===== config.mk =====
export PLATFORM = sky130hd
export DESIGN_NAME = lut_arbiter_flat
export DESIGN_NICKNAME = d
export VERILOG_FILES = /design/src/rtl/lut_pkg.sv /design/src/rtl/lut_arbiter_if.sv /design/src/rtl/rr_arb2.sv /design/src/rtl/lut_arbiter.sv /design/src/flat_wrapper.sv
export SDC_FILE = /design/constraint.sdc
export NUM_CORES = 1
export LEC_CHECK = 0
export CAP_MARGIN = 5
export CORE_UTILIZATION = 43
export CTS_CLUSTER_SIZE = 24
export DETAILED_ROUTE_END_ITERATION = 6
export PLACE_DENSITY = 0.86
export SLEW_MARGIN = 15
export SYNTH_ARGS = -nofsm -noshare
export SYNTH_HDL_FRONTEND = slang
export SYNTH_SLANG_ARGS = --single-unit

===== constraint.sdc =====
create_clock -name clk -period 3.95 [get_ports clk]
set_input_delay 0.79 -clock clk [delete_from_list [all_inputs] [get_ports clk]]
set_output_delay 0.79 -clock clk [all_outputs]
set_load 0.02 [all_outputs]

===== src/rtl/lut_pkg.sv =====
// Shared types and sizes for the mem_LUT arbiter.
// 32-entry x 8-bit lookup table, two requesters.
package lut_pkg;
    localparam int LUT_ADDR_W  = 5;
    localparam int LUT_DATA_W  = 8;
    localparam int LUT_ENTRIES = 32;

    typedef logic [LUT_ADDR_W-1:0] lut_addr_t;
    typedef logic [LUT_DATA_W-1:0] lut_data_t;
    typedef logic                  req_id_t;
endpackage


===== src/rtl/lut_arbiter_if.sv =====
// Request/response handshakes of both requesters plus the mem_LUT port.
// master = requesters and mem_LUT side, slave = the arbiter.
interface lut_arbiter_if;
    import lut_pkg::*;

    logic      req0_valid;
    lut_addr_t req0_addr;
    logic      req0_ready;
    logic      rsp0_valid;
    lut_data_t rsp0_data;
    logic      rsp0_ready;

    logic      req1_valid;
    lut_addr_t req1_addr;
    logic      req1_ready;
    logic      rsp1_valid;
    lut_data_t rsp1_data;
    logic      rsp1_ready;

    lut_addr_t lut_addr;
    lut_data_t lut_data;

    modport master (
        output req0_valid, req0_addr, rsp0_ready,
        output req1_valid, req1_addr, rsp1_ready,
        output lut_data,
        input  req0_ready, rsp0_valid, rsp0_data,
        input  req1_ready, rsp1_valid, rsp1_data,
        input  lut_addr
    );

    modport slave (
        input  req0_valid, req0_addr, rsp0_ready,
        input  req1_valid, req1_addr, rsp1_ready,
        input  lut_data,
        output req0_ready, rsp0_valid, rsp0_data,
        output req1_ready, rsp1_valid, rsp1_data,
        output lut_addr
    );
endinterface


===== src/rtl/rr_arb2.sv =====
// Two-way round-robin arbiter: on a tie the requester that
// did not win last time is granted. Grant is one-hot or zero.
module rr_arb2
    import lut_pkg::*;
(
    input  logic [1:0] eligible,
    input  req_id_t    last_grant,
    output logic [1:0] grant
);

    always_comb begin
        grant = 2'b00;
        unique case (eligible)
            2'b01:   grant = 2'b01;
            2'b10:   grant = 2'b10;
            2'b11:   grant = last_grant ? 2'b01 : 2'b10;
            default: grant = 2'b00;
        endcase
    end

endmodule


===== src/rtl/lut_arbiter.sv =====
// Shares one combinational mem_LUT between two requesters through a
// registered lookup stage and per-requester response registers.
module lut_arbiter
    import lut_pkg::*;
#(
    parameter int ADDR_W = LUT_ADDR_W,
    parameter int DATA_W = LUT_DATA_W
) (
    input  logic          clk,
    input  logic          reset,
    lut_arbiter_if.slave  bus
);

    logic                   l_valid;
    req_id_t                l_id;
    logic [ADDR_W-1:0]      l_addr;
    req_id_t                last_grant;

    logic [1:0]             req_valid;
    logic [1:0]             rsp_ready;
    logic [1:0]             rsp_valid;
    logic [1:0][DATA_W-1:0] rsp_data;
    logic [1:0]             busy;
    logic [1:0]             eligible;
    logic [1:0]             grant;

    assign req_valid = {bus.req1_valid, bus.req0_valid};
    assign rsp_ready = {bus.rsp1_ready, bus.rsp0_ready};

    // A requester stays busy from accept until its response is consumed.
    assign busy[0] = (l_valid && l_id == 1'b0) || rsp_valid[0];
    assign busy[1] = (l_valid && l_id == 1'b1) || rsp_valid[1];
    assign eligible = req_valid & ~busy & {2{~reset}};

    rr_arb2 u_arb (
        .eligible   (eligible),
        .last_grant (last_grant),
        .grant      (grant)
    );

    assign bus.req0_ready = grant[0];
    assign bus.req1_ready = grant[1];
    assign bus.lut_addr   = l_addr;
    assign bus.rsp0_valid = rsp_valid[0];
    assign bus.rsp0_data  = rsp_data[0];
    assign bus.rsp1_valid = rsp_valid[1];
    assign bus.rsp1_data  = rsp_data[1];

    always_ff @(posedge clk or posedge reset) begin
        if (reset) begin
            l_valid    <= 1'b0;
            l_id       <= 1'b0;
            l_addr     <= '0;
            last_grant <= 1'b1;
        end else if (|grant) begin
            l_valid    <= 1'b1;
            l_id       <= grant[1];
            l_addr     <= grant[1] ? bus.req1_addr : bus.req0_addr;
            last_grant <= grant[1];
        end else begin
            l_valid    <= 1'b0;
        end
    end

    always_ff @(posedge clk or posedge reset) begin
        if (reset) begin
            rsp_valid <= '0;
            rsp_data  <= '0;
        end else begin
            for (int x = 0; x < 2; x++) begin
                if (l_valid && l_id == req_id_t'(x)) begin
                    rsp_valid[x] <= 1'b1;
                    rsp_data[x]  <= bus.lut_data;
                end else if (rsp_valid[x] && rsp_ready[x]) begin
                    rsp_valid[x] <= 1'b0;
                end
            end
        end
    end

endmodule


===== src/flat_wrapper.sv =====
// flat-port wrapper written by rule: the top's interface ports become plain ports
module lut_arbiter_flat import lut_pkg::*;
#(
    parameter int ADDR_W = LUT_ADDR_W,
    parameter int DATA_W = LUT_DATA_W
)
  (clk, reset, bus_req0_valid, bus_req0_addr, bus_rsp0_ready, bus_req1_valid, bus_req1_addr, bus_rsp1_ready, bus_lut_data, bus_req0_ready, bus_rsp0_valid, bus_rsp0_data, bus_req1_ready, bus_rsp1_valid, bus_rsp1_data, bus_lut_addr);
  lut_arbiter_if bus_i ();
  input  logic clk;
  input  logic reset;
  input wire logic [$bits(bus_i.req0_valid)-1:0] bus_req0_valid;
  input wire logic [$bits(bus_i.req0_addr)-1:0] bus_req0_addr;
  input wire logic [$bits(bus_i.rsp0_ready)-1:0] bus_rsp0_ready;
  input wire logic [$bits(bus_i.req1_valid)-1:0] bus_req1_valid;
  input wire logic [$bits(bus_i.req1_addr)-1:0] bus_req1_addr;
  input wire logic [$bits(bus_i.rsp1_ready)-1:0] bus_rsp1_ready;
  input wire logic [$bits(bus_i.lut_data)-1:0] bus_lut_data;
  output wire logic [$bits(bus_i.req0_ready)-1:0] bus_req0_ready;
  output wire logic [$bits(bus_i.rsp0_valid)-1:0] bus_rsp0_valid;
  output wire logic [$bits(bus_i.rsp0_data)-1:0] bus_rsp0_data;
  output wire logic [$bits(bus_i.req1_ready)-1:0] bus_req1_ready;
  output wire logic [$bits(bus_i.rsp1_valid)-1:0] bus_rsp1_valid;
  output wire logic [$bits(bus_i.rsp1_data)-1:0] bus_rsp1_data;
  output wire logic [$bits(bus_i.lut_addr)-1:0] bus_lut_addr;
  assign bus_i.req0_valid = bus_req0_valid;
  assign bus_i.req0_addr = bus_req0_addr;
  assign bus_i.rsp0_ready = bus_rsp0_ready;
  assign bus_i.req1_valid = bus_req1_valid;
  assign bus_i.req1_addr = bus_req1_addr;
  assign bus_i.rsp1_ready = bus_rsp1_ready;
  assign bus_i.lut_data = bus_lut_data;
  assign bus_req0_ready = bus_i.req0_ready;
  assign bus_rsp0_valid = bus_i.rsp0_valid;
  assign bus_rsp0_data = bus_i.rsp0_data;
  assign bus_req1_ready = bus_i.req1_ready;
  assign bus_rsp1_valid = bus_i.rsp1_valid;
  assign bus_rsp1_data = bus_i.rsp1_data;
  assign bus_lut_addr = bus_i.lut_addr;
  lut_arbiter #(.ADDR_W(ADDR_W), .DATA_W(DATA_W)) u_core (.clk(clk), .reset(reset), .bus(bus_i));
endmodule

==> impl_results.md <==
- Run status: finished, final reports clean
- Total global routing overflow: 0
- Synthesized net count: 106
- Final critical path time including I/O delays and setup: ~3.4 ns
- Post-Synthesis Cell Area: about 1100 um2
- Global-route wire length before repair: between 3000 and 4000 um
- Placement row count: 17
- Count of antenna diodes in the layout: 0
- Cts bufs inserted: 3
- Setup-violating endpoint count in the final report: 0
- Met2 wirelength from detailed routing: roughly 1300 um
- Share of synthesized area spent on multiplexers: ~17%
- Maximum clock frequency: approximately 290 MHz
- Post-synthesis share of cell area spent on xor and xnor gates: 0%
- Vias post-DR: around 800
- Ys Warns: 0
- Fraction of the mapped netlist area in simple logic gates: ~4.3%
- Final weighted congestion in routability-driven placement: around 0.85
- Fillers: 158
- Total power draw: approximately 1.3 mW
- Most area-consuming cells after synthesis: dfrtp_1 58%, mux2_2 10%, inv_1 7.0%
- Register clock-pin slew on the reported worst setup and hold paths: approximately 0.13 ns
- Via density per instance: roughly 5
- Kind of start point of the critical path: input port
- Power density normalized to cell area: between 700 and 800 nW/um2
- Final number of max-transition violations: 0
- Kind of path behind the tightest hold check: flop to flop
- Highest metal layer with signal wires: met4
- IO Port Bufs: 48
- Commonest cells after routing, fill and taps aside: 48 x clkdlybuf4s50_1, 25 x dfrtp_1, 20 x inv_1, 10 x mux2_2, 6 x mux2_1
- Synth cell types: 21
- Unrepaired setup endpoints after global routing: false
- Path type of the worst setup path: input port to output port
- DRT iter0 DRCs: 19
- Synth top area share: approximately three fifths
- Element type at the critical path end: output port
- Required arrival time at the worst endpoint: 3.16 ns
- Final HPWL from detailed placement: 1830 um
- Count of antenna-violating nets left after detailed routing: 0
- Pin count of the biggest net entering global routing: 29
- Peak supply drop: ~600 uV
- Worst Max-Slew Pin Slew: about 0.51 ns
- Die width: between 50 and 60 um
- Antenna violations before repair: 0
- Hold buffer count at CTS: 0
- Routed length per instance: ~15 um
- Via count of the first global-routing pass: 830
- Worst-path maximum fanout: 8
- I/O pin cnt: 49
- Gate Count Post-Synth: between 80 and 90
- Total negative setup slack: 0 ns
- Dominant cell type by area after synthesis: dfrtp_1
- Starting utilization of the core area: a little under half
- Combined global-route utilization of all metal layers: 19.9%
- Post-synthesis share of cell area spent on full adders, half adders and majority gates: 0%
- Fraction of the yosys area taken by sequential cells: between 60% and 70%
- Leading cell type in the layout, fill and taps excluded: clkdlybuf4s50_1
- Die Area: roughly 2700 um2
- Rel. slew slack: 66.2%
- P_leak: between 0.7 and 0.8 nW
- Count of nets after finishing: 159
- Met1 WL: between 800 and 900 um
- Synth-to-layout area growth: 52.6%
- Max Cap Viol: 0
- CTS-repair resized insts: 0
- Post-Route Skew: just over 0.006 ns
- CTS H-Tree Depth: 1
- Routed WL: about 2400 um
- Max clock buf depth: 2
- Synth Register Bits: 26
- Period utilization: between 80 and 90%
- Clock latency of the later-clocked register in the worst-skew pair: between 0.3 and 0.4 ns
- TritonCTS clock tree: built
- Complex-gate fraction of the synthesized area: between 9 and 10%
- Clock sink count: 26
- Core ar.: roughly 2300 um2
- Setup bufs post-CTS: 0
- Fraction of final layout cells sized beyond drive strength 1: 15.7%
- Met3 layer wire length in the routed design: 119 um
- Arrival time worst endpoint: between 2 and 3 ns
- Detailed-routing iteration count for the pre-antenna-repair pass: 4
- Residual DRC count: 0
- Dominant combinational cell family by area after synthesis: multiplexers
- Die boundary height: ~52 um
- Total count of hold-check failures in the final report: 0
- CTS root buffer: clkbuf_4
- Post-Synthesis Mean Instance Area: 13.1 um2
-- per-stage QoR --
step	worst slack, ns	util [%]	instance area [um2]	std cells	hold WS, ns
floorplan	1.34	-	1080	82	0.521
global route	0.497	72.2	1640	162	0.529
CTS	0.593	72.2	1640	162	0.512
global placement	0.666	69.9	1590	158	0.475
finish	0.557	72.2	1640	162	0.510
detailed placement	0.610	69.9	1590	158	0.482
-- cell usage after synthesis --
| cell | instances |
|---|---|
| o21ai_1 | 1 |
| a222oi_1 | 5 |
| inv_1 | 20 |
| nand2_1 | 1 |
| mux2_1 | 6 |
| o21bai_1 | 1 |
| mux2_2 | 10 |
| a21o_1 | 1 |
| o211a_2 | 1 |
| nor2b_1 | 1 |
| a211oi_2 | 1 |
| nand3_1 | 1 |
| dfstp_2 | 1 |
| and3_1 | 1 |
| nor3b_4 | 1 |
| dfrtp_1 | 25 |
| nand2b_1 | 1 |
| a21bo_2 | 1 |
| buf_2 | 1 |
| o21ai_0 | 1 |
| buf_6 | 1 |
-- metal layers --
layer / vias to the layer above / global-route usage [%]
li1: 382 / -
met1: 390 / 20.2
met4: 0 / 12.6
met3: 8 / 3.22
met5: - / 0
met2: 30 / 37.2
-- cell type report --
type,instances,area (um2),share of cell area (%)
multi-input combinational,34,334,20.3
sequential,26,652,39.6
clock inverter,1,30.0,1.83
clock buffer,3,22.5,1.37
timing repair buffer,50,495,30.1
tap,28,35.0,2.13
inverter,20,75.1,4.57
-- state kept, by name (all words and copies together), names as in the netlist --
register	cells
u_core.bus.rsp0_data	8
u_core.bus.rsp1_data	8
u_core.bus.lut_addr	5
u_core.rsp_valid	2
u_core.l_id	1
u_core.l_valid	1
u_core.last_grant	1
-- worst max-delay path, cell delays in order --
cell and delay (ns):
clkdlybuf4s50_1 0.48, nand3_1 0.13, a211oi_2 0.50, clkdlybuf4s50_1 0.70
-- power by group --
group          internal, mW  switching (mW)  leakage, nW
combinational         0.337           0.302        0.433
sequential            0.399          0.0731        0.303
clock                 0.103          0.0759       0.0279
-- cells by family (layout without fill, tap and decap cells) --
kind of cell           after synthesis  after routing
AO/OA/AOI/OAI                       12             12
AND/OR/NAND/NOR                      6              6
multiplexers                        16             16
buffers and inverters               22             74
flip-flops                          26             26
-- path summary, 6_finish.rpt --
| path | from | end | slack (ns) | cells past startpoint |
|---|---|---|---|---|
| max in group asynchronous | reset | u_core.last_grant$_DFFE_PP1P_ | 2.76 | 3 |
| min | u_core.bus.rsp1_data[0]$_DFFE_PP0P_ | u_core.bus.rsp1_data[0]$_DFFE_PP0P_ | 0.51 | 1 |
| max reg2reg | u_core.l_id$_DFFE_PP0P_ | u_core.bus.lut_addr[2]$_DFFE_PP0P_ | 2.10 | 4 |
| max | bus_req1_valid | bus_req1_ready | 0.56 | 4 |
| min reg2reg | u_core.bus.rsp1_data[0]$_DFFE_PP0P_ | u_core.bus.rsp1_data[0]$_DFFE_PP0P_ | 0.51 | 1 |
| min in group asynchronous | reset | u_core.bus.lut_addr[1]$_DFFE_PP0P_ | 0.91 | 3 |
Power figures use the tool's default switching activity.
